<file path="src/rtl/fp_sub_if.sv">
// Start/done handshake bundle for the sequential FP32 subtractor.
// The master drives the operands and start; the slave returns result, busy and done.
interface fp_sub_if;
  logic        start;
  logic [31:0] a;
  logic [31:0] b;
  logic [31:0] result;
  logic        busy;
  logic        done;

  modport master (output start, a, b, input result, busy, done);
  modport slave  (input start, a, b, output result, busy, done);
endinterface

</file>
<file path="src/rtl/fp_sub_seq.sv">
// Multi-cycle FP32 subtractor (result = a - b, round-to-nearest-even), shifting one bit per cycle.
// Define FP_SUB_DENORM_EN for gradual underflow; the default build flushes denormals to zero.
module fp_sub_seq (
  input  logic    clk,
  input  logic    rst,
  fp_sub_if.slave io_bus
);

  localparam logic [2:0] S_IDLE   = 3'd0;
  localparam logic [2:0] S_UNPACK = 3'd1;
  localparam logic [2:0] S_ALIGN  = 3'd2;
  localparam logic [2:0] S_ADD    = 3'd3;
  localparam logic [2:0] S_NORM   = 3'd4;
  localparam logic [2:0] S_ROUND  = 3'd5;
  localparam logic [2:0] S_DONE   = 3'd6;

  localparam logic [31:0] QNAN = 32'h7FC0_0000;

  logic [2:0]        r_state;
  logic [31:0]       r_a, r_b, r_res, r_result;
  logic              r_busy, r_done;
  logic              r_sx, r_sy;
  logic signed [9:0] r_ex;
  logic [9:0]        r_diff;
  logic [26:0]       r_mx, r_my;

  logic [7:0]        w_ea_f, w_eb_f;
  logic              w_sa, w_sb, w_a_nan, w_b_nan, w_a_inf, w_b_inf;
  logic              w_swap, w_special;
  logic [23:0]       w_ma, w_mb;
  logic signed [9:0] w_ea, w_eb, w_diff;
  logic [31:0]       w_special_res;

  // NOTE: every always_comb output gets a default first so no path can infer a latch.
  always_comb begin
    w_ea_f  = r_a[30:23];
    w_eb_f  = r_b[30:23];
    w_sa    = r_a[31];
    w_sb    = ~r_b[31];
    w_ea    = (w_ea_f == 8'd0) ? 10'sd1 : $signed({2'b00, w_ea_f});
    w_eb    = (w_eb_f == 8'd0) ? 10'sd1 : $signed({2'b00, w_eb_f});
`ifdef FP_SUB_DENORM_EN
    w_ma    = {w_ea_f != 8'd0, r_a[22:0]};
    w_mb    = {w_eb_f != 8'd0, r_b[22:0]};
`else
    w_ma    = (w_ea_f == 8'd0) ? 24'd0 : {1'b1, r_a[22:0]};
    w_mb    = (w_eb_f == 8'd0) ? 24'd0 : {1'b1, r_b[22:0]};
`endif
    w_a_nan = (&w_ea_f) && (|r_a[22:0]);
    w_b_nan = (&w_eb_f) && (|r_b[22:0]);
    w_a_inf = (&w_ea_f) && !(|r_a[22:0]);
    w_b_inf = (&w_eb_f) && !(|r_b[22:0]);
    w_swap  = r_b[30:0] > r_a[30:0];
    w_diff  = w_swap ? (w_eb - w_ea) : (w_ea - w_eb);

    w_special     = 1'b1;
    w_special_res = QNAN;
    if (w_a_nan || w_b_nan || (w_a_inf && w_b_inf && (w_sa != w_sb)))
      w_special_res = QNAN;
    else if (w_a_inf)
      w_special_res = {w_sa, 8'hFF, 23'd0};
    else if (w_b_inf)
      w_special_res = {w_sb, 8'hFF, 23'd0};
    else
      w_special = 1'b0;
  end

  logic [27:0]       w_sum;
  logic [26:0]       w_add_sig, w_norm_sig;
  logic signed [9:0] w_add_exp, w_norm_exp;

  // Significand layout: [26:3] value with hidden bit at 26, [2] guard, [1] round, [0] sticky.
  always_comb begin
    w_sum = (r_sx == r_sy) ? ({1'b0, r_mx} + {1'b0, r_my})
                           : ({1'b0, r_mx} - {1'b0, r_my});
    if (w_sum[27]) begin
      w_add_sig = {w_sum[27:2], w_sum[1] | w_sum[0]};
      w_add_exp = r_ex + 10'sd1;
    end else begin
      w_add_sig = w_sum[26:0];
      w_add_exp = r_ex;
    end
    w_norm_sig = {r_mx[25:0], 1'b0};
    w_norm_exp = r_ex - 10'sd1;
  end

  logic              w_inc;
  logic [24:0]       w_mant25;
  logic [23:0]       w_rmant;
  logic signed [9:0] w_rexp;
  logic [31:0]       w_round_res;

  always_comb begin
    w_inc    = r_mx[2] && (r_mx[1] || r_mx[0] || r_mx[3]);
    w_mant25 = {1'b0, r_mx[26:3]} + {24'd0, w_inc};
    w_rmant  = w_mant25[24] ? w_mant25[24:1] : w_mant25[23:0];
    w_rexp   = w_mant25[24] ? (r_ex + 10'sd1) : r_ex;

    if (r_mx == 27'd0)
      w_round_res = {r_sx & r_sy, 31'd0};
    else if (w_rexp >= 10'sd255)
      w_round_res = {r_sx, 8'hFF, 23'd0};
    else if (!w_rmant[23])
`ifdef FP_SUB_DENORM_EN
      w_round_res = {r_sx, 8'd0, w_rmant[22:0]};
`else
      w_round_res = {r_sx, 31'd0};
`endif
    else
      w_round_res = {r_sx, w_rexp[7:0], w_rmant[22:0]};
  end

  // NOTE: sequential state uses non-blocking assignments only; the whole datapath is reset
  // so an aborted job leaves no stale operands behind.
  always_ff @(posedge clk or posedge rst) begin
    if (rst) begin
      r_state  <= S_IDLE;
      r_busy   <= 1'b0;
      r_done   <= 1'b0;
      r_result <= 32'd0;
      r_res    <= 32'd0;
      r_a      <= 32'd0;
      r_b      <= 32'd0;
      r_sx     <= 1'b0;
      r_sy     <= 1'b0;
      r_ex     <= 10'sd0;
      r_diff   <= 10'd0;
      r_mx     <= 27'd0;
      r_my     <= 27'd0;
    end else begin
      r_done <= 1'b0;
      case (r_state)
        S_IDLE: begin
          if (io_bus.start) begin
            r_a     <= io_bus.a;
            r_b     <= io_bus.b;
            r_busy  <= 1'b1;
            r_state <= S_UNPACK;
          end
        end
        S_UNPACK: begin
          if (w_special) begin
            r_res   <= w_special_res;
            r_state <= S_DONE;
          end else begin
            r_sx    <= w_swap ? w_sb : w_sa;
            r_sy    <= w_swap ? w_sa : w_sb;
            r_ex    <= w_swap ? w_eb : w_ea;
            r_mx    <= w_swap ? {w_mb, 3'b000} : {w_ma, 3'b000};
            r_my    <= w_swap ? {w_ma, 3'b000} : {w_mb, 3'b000};
            r_diff  <= $unsigned(w_diff);
            r_state <= (w_diff == 10'sd0) ? S_ADD : S_ALIGN;
          end
        end
        S_ALIGN: begin
          if (r_diff > 10'd26) begin
            r_my    <= {26'd0, |r_my};
            r_diff  <= 10'd0;
            r_state <= S_ADD;
          end else begin
            r_my   <= {1'b0, r_my[26:2], r_my[1] | r_my[0]};
            r_diff <= r_diff - 10'd1;
            if (r_diff == 10'd1) r_state <= S_ADD;
          end
        end
        S_ADD: begin
          r_mx <= w_add_sig;
          r_ex <= w_add_exp;
          if ((w_add_sig != 27'd0) && !w_add_sig[26] && (w_add_exp > 10'sd1))
            r_state <= S_NORM;
          else
            r_state <= S_ROUND;
        end
        S_NORM: begin
          r_mx <= w_norm_sig;
          r_ex <= w_norm_exp;
          if (w_norm_sig[26] || (w_norm_exp == 10'sd1)) r_state <= S_ROUND;
        end
        S_ROUND: begin
          r_res   <= w_round_res;
          r_state <= S_DONE;
        end
        S_DONE: begin
          r_result <= r_res;
          r_done   <= 1'b1;
          r_busy   <= 1'b0;
          r_state  <= S_IDLE;
        end
        default: r_state <= S_IDLE;
      endcase
    end
  end

  assign io_bus.result = r_result;
  assign io_bus.busy   = r_busy;
  assign io_bus.done   = r_done;

endmodule

</file>
<file path="src/flat_wrapper.sv">
// flat-port wrapper written by rule: the top's interface ports become plain ports
module fp_sub_seq_flat 
  (clk, rst, io_bus_start, io_bus_a, io_bus_b, io_bus_result, io_bus_busy, io_bus_done);
  fp_sub_if io_bus_i ();
  input  logic clk;
  input  logic rst;
  input wire logic [$bits(io_bus_i.start)-1:0] io_bus_start;
  input wire logic [$bits(io_bus_i.a)-1:0] io_bus_a;
  input wire logic [$bits(io_bus_i.b)-1:0] io_bus_b;
  output wire logic [$bits(io_bus_i.result)-1:0] io_bus_result;
  output wire logic [$bits(io_bus_i.busy)-1:0] io_bus_busy;
  output wire logic [$bits(io_bus_i.done)-1:0] io_bus_done;
  assign io_bus_i.start = io_bus_start;
  assign io_bus_i.a = io_bus_a;
  assign io_bus_i.b = io_bus_b;
  assign io_bus_result = io_bus_i.result;
  assign io_bus_busy = io_bus_i.busy;
  assign io_bus_done = io_bus_i.done;
  fp_sub_seq u_core (.clk(clk), .rst(rst), .io_bus(io_bus_i));
endmodule
</file>
<file path="config.mk">
export PLATFORM = sky130hd
export DESIGN_NAME = fp_sub_seq_flat
export DESIGN_NICKNAME = d
export VERILOG_FILES = /design/src/rtl/fp_sub_if.sv /design/src/rtl/fp_sub_seq.sv /design/src/flat_wrapper.sv
export SDC_FILE = /design/constraint.sdc
export NUM_CORES = 1
export LEC_CHECK = 0
export ABC_AREA = 1
export BUFFER_PORTS_ARGS = -buffer_cell sky130_fd_sc_hd__buf_4
export CORE_MARGIN = 1
export CORE_UTILIZATION = 63
export CTS_CLUSTER_DIAMETER = 80
export DETAILED_ROUTE_END_ITERATION = 10
export HOLD_SLACK_MARGIN = 0.12
export PLACE_DENSITY = 0.82
export SKIP_LAST_GASP = 1
export SLEW_MARGIN = 30
export SYNTH_ARGS = -nofsm -noshare
export SYNTH_HDL_FRONTEND = slang
export SYNTH_SLANG_ARGS = --single-unit
</file>
<file path="constraint.sdc">
create_clock -name clk -period 9.1 [get_ports clk]
set_input_delay 1.365 -clock clk [delete_from_list [all_inputs] [get_ports clk]]
set_output_delay 1.365 -clock clk [all_outputs]
set_load 0.02 [all_outputs]
</file>
==> impl_metrics.py, run 1 <==
metrics = {
    "grt": {
        "antenna_found_initial": 0,
        "grt_pass1_vias": 14800,
        "grt_overflow": 0,
        "grt_max_degree": 117,
        "grt_pass1_wl_mm": 77.3,
        "grt_util_all_layers_pct": 37.6,
    },
    "finish": {
        "nets": 2491,
        "drive_gt1_share_pct": 9.47,
        "area_delta_synth_final_pct": 10.8,
        "antenna_cells": 0,
        "stdcell_area_um2": 17500,
        "fin_cells": 2680,
    },
    "clock_tree": {
        "postCtsHoldBufs": 0,
        "cts_num_sinks": 209,
        "worstSkewPairLatency_ps": 540,
        "clockRootBuffer": "clkbuf_16",
        "cts_buffers": 24,
        "path_clk_slew_ps": 70,
        "htree_levels": 1,
        "cts_setup_buffers": 0,
        "cts_resized": 0,
        "clk_path_buf_depth": 3,
        "cts_tree": "yes",
    },
    "sta": {
        "fin_worst_skew_ps": 32.2,
        "rsz0062_at_grt": "false",
        "slew_viol_final": 0,
        "fin_setup_tns_ps": 0,
        "worst_pin_slew_ps": 957,
        "finalCritPeriodShare_pct": 54.0,
        "fmax_ghz": 0.204,
        "relSlewSlack_pct": 36.2,
        "finalHoldViolCount": 0,
        "period_needed_ps": 4910,
        "setup_violations": 0,
    },
    "synth": {
        "synth_top_area_share_pct": 33.1,
        "yosys_warnings": 0,
        "yosys-top-cells-area": "dfrtp_1 (33%), nand2_1 (13%), nor2_1 (7.1%)",
        "syn_inst": 2299,
        "synth_ff_type": "dfrtp_1",
        "syn_nets": 2452,
        "synth_seq_cells": 209,
        "syn_area_um2": 15800,
        "yosysTopAreaCell": "dfrtp_1",
        "synth_cell_types": 58,
        "synthArstFlopShare_pct": 100,
        "yosysMostFrequentCell": "nand2_1",
        "synthTopCellsByCount": "nand2_1 (537), nor2_1 (297), inv_1 (280), dfrtp_1 (209), a21oi_1 (189)",
        "synth_edf_count": 0,
        "avgSynthCellArea_um2": 6.88,
        "ys_seq_area_share_pct": 33.1,
    },
    "hold_path": {
        "hold_class": "flip-flop to flip-flop",
    },
    "routing": {
        "post-route-drc-count": 0,
        "wl_per_cell_um": 18.0,
        "first_iter_violations": 1843,
        "num_vias": 15900,
        "antenna_left": 0,
        "via_per_inst": 5.94,
        "firstDrtPassIters": 6,
        "wl_mm": 48.2,
    },
    "setup_path": {
        "path_buf_inv": 2,
        "worstPathRequired_ps": 9540,
        "critPathCaptureType": "flip-flop",
        "cp_data_arrival_time_ps": 5350,
        "cpPeakStageDelay_ps": 440,
        "worst_setup_path_start_kind": "flip-flop",
        "critPathSlowestCell": "nor3_1",
        "crit_family": "simple AND/OR/NAND/NOR gates",
        "critical_path_class": "flip-flop to flip-flop",
        "path_max_fanout": 29,
        "crit_top_cell": "nand2_1",
    },
    "place": {
        "finalWeightedCongestion": 1.02,
        "dp.cells": 2636,
        "dp_hpwl_mm": 36.7,
        "portBuffers": 100,
        "postPlaceCellArea_um2": 16600,
    },
    "floorplanning": {
        "die_area_um2": 25700,
        "start_util_pct": 64.6,
        "die_y_um": 160,
        "die_x_um": 160,
        "coreArea_um2": 24500,
        "ioPinCount": 101,
        "rows": 57,
    },
    "status": {
        "status": "completed",
    },
    "flow_run": {
        "cap_violations": 0,
    },
}
## metrics by stage
step | worst slack, ps | hold WS [ps] | util [%]
floorplan | 2030 | 449 | -
global placement | 4570 | 455 | 68.0
detailed placement | 4360 | 459 | 68.0
CTS | 4320 | 476 | 71.6
global route | 3810 | 507 | 71.6
finish | 4190 | 475 | 71.6
## placed cells by master, fill, tap and decap left out, drive strengths merged, types with 5 or more instances in the layout
cell type and count:
dfrtp 209, a211oi 36, buf 115, a21oi 193, o31ai 5, o22ai 41
inv 289, xnor2 15, nand4 43, nand2 557, ha 83, o221ai 8
xor2 64, o21ai 141, a22oi 10, nor2 308, a32oi 9, nor3 38
clkbuf 31, nand3b 8, clkinv 12, nor4 11, nand3 94
## layer usage
| layer | wire [µm] | vias up | GRT usage (%) |
|---|---|---|---|
| li1 | - | 7618 | - |
| met1 | 21000 | 7420 | 52.8 |
| met5 | 0 | - | 0 |
| met4 | 1750 | 0 | 13.5 |
| met3 | 3700 | 118 | 4.98 |
| met2 | 21800 | 765 | 59.5 |
## registers in the layout, indices dropped and copies added, names as in the netlist, 3 cells and up
| name | cells |
|---|---|
| u_core.r_ex | 10 |
| u_core.r_a | 32 |
| u_core.r_state | 3 |
| u_core.r_diff | 10 |
| u_core.io_bus.result | 32 |
| u_core.r_mx | 27 |
| u_core.r_b | 32 |
| u_core.r_my | 27 |
| u_core.r_res | 32 |
## worst paths after layout
kind,depth (start not counted),from,to,slack (ps)
min in group asynchronous,2,rst,u_core.r_a[9],930
max reg2reg,28,u_core.r_my[1],u_core.r_state[0],4190
max in group asynchronous,3,rst,u_core.r_mx[7],6820
max,28,u_core.r_my[1],u_core.r_state[0],4190
min,2,u_core.io_bus.result[23],u_core.io_bus.result[23],480
min reg2reg,2,u_core.io_bus.result[23],u_core.io_bus.result[23],480
## cell families (layout without fill, tap and decap cells)
kind of cell             after synthesis  after routing  share of synthesized area, %
buffers and inverters                394            451                          9.99
XOR/XNOR                              79             79                          4.38
AND/OR/NAND/NOR                     1066           1066                          28.6
multiplexers                           2              2                         0.142
flip-flops                           209            209                          33.1
adder cells (fa/ha/maj)               86             86                          6.95
AO/OA/AOI/OAI                        463            463                          16.9
## worst reg2reg max path: cells and delay by family, from the launching register on
kind,cells,cell delay [ps]
AND/OR/NAND/NOR,19,2910
AO/OA/AOI/OAI,4,760
adder cells (fa/ha/maj),2,430
flip-flops,1,390
XOR/XNOR,1,180
buffers and inverters,2,160
## cell type report
cell class	instances	area, µm²
timing repair buffer	115	867
fill	1993	6950
clock inverter	13	188
clock buffer	31	687
multi-input combinational	1696	9030
sequential	209	5230
inverter	292	1100
tap	324	405
Power of run 1 is not shown: default switching activity piles up to over one toggle a cycle in this logic, so the estimate is an artifact.
==> run 2, diff against run 1 <==
==> constraint.sdc (replaced) <==
create_clock -name clk -period 4.83 [get_ports clk]
set_input_delay 0.7245 -clock clk [delete_from_list [all_inputs] [get_ports clk]]
set_output_delay 0.7245 -clock clk [all_outputs]
set_load 0.02 [all_outputs]
==> run 2 against run 1 <==
Compared with the run above: die area unchanged; first-iteration DRC count increased by 5.5%; global-route usage increased by 1.1 points; cell count increased by 0.45%; utilization increased by 0.35 points; register-to-register slack got worse by 3800 ps; flip-flop and latch count unchanged; fmax increased by 9.9%; highest routed layer is now met5.
==> impl_metrics.py, run 2 (synthesis gave the netlist of run 1 again) <==
metrics = {
    "sta": {
        "fin_worst_skew_ps": 30.8,
        "relSlewSlack_pct": 35.7,
        "finalHoldViolCount": 0,
        "slew_viol_final": 0,
        "period_needed_ps": 4470,
        "finalCritPeriodShare_pct": 92.5,
        "fin_setup_tns_ps": 0,
        "worst_pin_slew_ps": 963,
        "setup_violations": 0,
        "fmax_ghz": 0.224,
    },
    "setup_path": {
        "critPathCaptureType": "flip-flop",
        "crit_family": "simple AND/OR/NAND/NOR gates",
        "critPathSlowestCell": "dfrtp_1",
        "path_buf_inv": 2,
        "worst_setup_path_start_kind": "flip-flop",
        "critical_path_class": "flip-flop to flip-flop",
        "worstPathRequired_ps": 5280,
        "cp_data_arrival_time_ps": 4920,
        "crit_top_cell": "nand2_1",
        "path_max_fanout": 14,
        "cpPeakStageDelay_ps": 410,
    },
    "finish": {
        "layout_common_cells": "nand2_1 (536), nor2_1 (295), inv_1 (278), dfrtp_1 (209), a21oi_1 (189)",
        "nets": 2505,
        "multi_input_area_um2": 9100,
        "seq_area_um2": 5230,
        "fillerInstances": 1981,
        "drive_gt1_share_pct": 10.1,
        "layout_commonest_cell": "nand2_1",
        "area_delta_synth_final_pct": 11.3,
        "antenna_cells": 0,
    },
    "routing": {
        "via_per_inst": 5.98,
        "wl_mm": 49.8,
        "firstDrtPassIters": 6,
        "wl_per_cell_um": 18.5,
        "num_vias": 16100,
        "antenna_left": 0,
        "post-route-drc-count": 0,
        "first_iter_violations": 1945,
    },
    "flow_run": {
        "cap_violations": 0,
    },
    "clock_tree": {
        "clockRootBuffer": "clkbuf_16",
        "cts_num_sinks": 209,
        "worstSkewPairLatency_ps": 540,
        "cts_buffers": 24,
        "clk_path_buf_depth": 3,
        "cts_tree": "yes",
        "htree_levels": 1,
        "postCtsHoldBufs": 0,
        "path_clk_slew_ps": 60,
    },
    "floorplanning": {
        "ioPinCount": 101,
        "die_area_um2": 25700,
        "rows": 57,
        "coreArea_um2": 24500,
        "start_util_pct": 64.6,
        "die_x_um": 160,
        "die_y_um": 160,
    },
    "grt": {
        "grt_pass1_vias": 15100,
        "grt_util_all_layers_pct": 38.7,
        "grt_max_degree": 106,
        "grt_overflow": 0,
        "grt_pass1_wl_mm": 79.3,
        "antenna_found_initial": 1,
    },
    "place": {
        "portBuffers": 100,
        "finalWeightedCongestion": 0.987,
        "dp_hpwl_mm": 37.5,
    },
    "hold_path": {
        "hold_class": "primary input to async pin",
    },
    "status": {
        "status": "completed",
    },
}
run 2: area by class of cell:
| cell class | instances | area share, % |
|---|---|---|
| clock buffers | 29 | 3.69 |
| clock inverters | 13 | 0.810 |
| inverters | 292 | 6.25 |
| multi-input cells | 1697 | 51.7 |
| flip-flops and latches | 209 | 29.7 |
| well taps | 324 | 2.30 |
| repair buffers | 128 | 5.53 |
run 2: repair_timing:
action                     4_1_cts  5_1_grt
gates cloned                     0        1
resized for setup                1       11
buffers inserted                 0        3
pin swaps                        0        3
setup endpoints to repair        1       14
run 2: layer usage:
metal | global-route usage, % | wire length, µm | up-vias
li1 | - | - | 7625
met5 | 0 | 13 | -
met3 | 6.38 | 4070 | 141
met1 | 52.1 | 21000 | 7523
met2 | 63.4 | 22800 | 809
met4 | 12.9 | 1940 | 2
run 2: per-stage QoR:
stage	utilization, %	hold WS [ps]	setup slack [ps]	cells	area, µm²
floorplan	-	449	942	2299	15800
global placement	68.3	455	383	2646	16700
detailed placement	68.3	459	65.8	2646	16700
CTS	71.6	275	132	2688	17500
global route	71.9	322	-12.2	2692	17600
finish	71.9	274	364	2692	17600
run 2: worst paths after layout:
kind | slack (ps) | cells after the start | end | start
worst max-delay path | 360 | 28 | u_core.r_state[0] | u_core.r_my[0]
worst max register to register | 360 | 28 | u_core.r_state[0] | u_core.r_my[0]
worst min-delay path | 270 | 2 | u_core.r_a[15] | rst
min in group clk | 410 | 2 | u_core.r_a[31] | io_bus_a[31]
worst min register to register | 470 | 2 | u_core.io_bus.result[23] | u_core.io_bus.result[23]
max in group asynchronous | 3560 | 3 | u_core.io_bus.result[30] | rst
Power of run 2 is left out for the same reason.
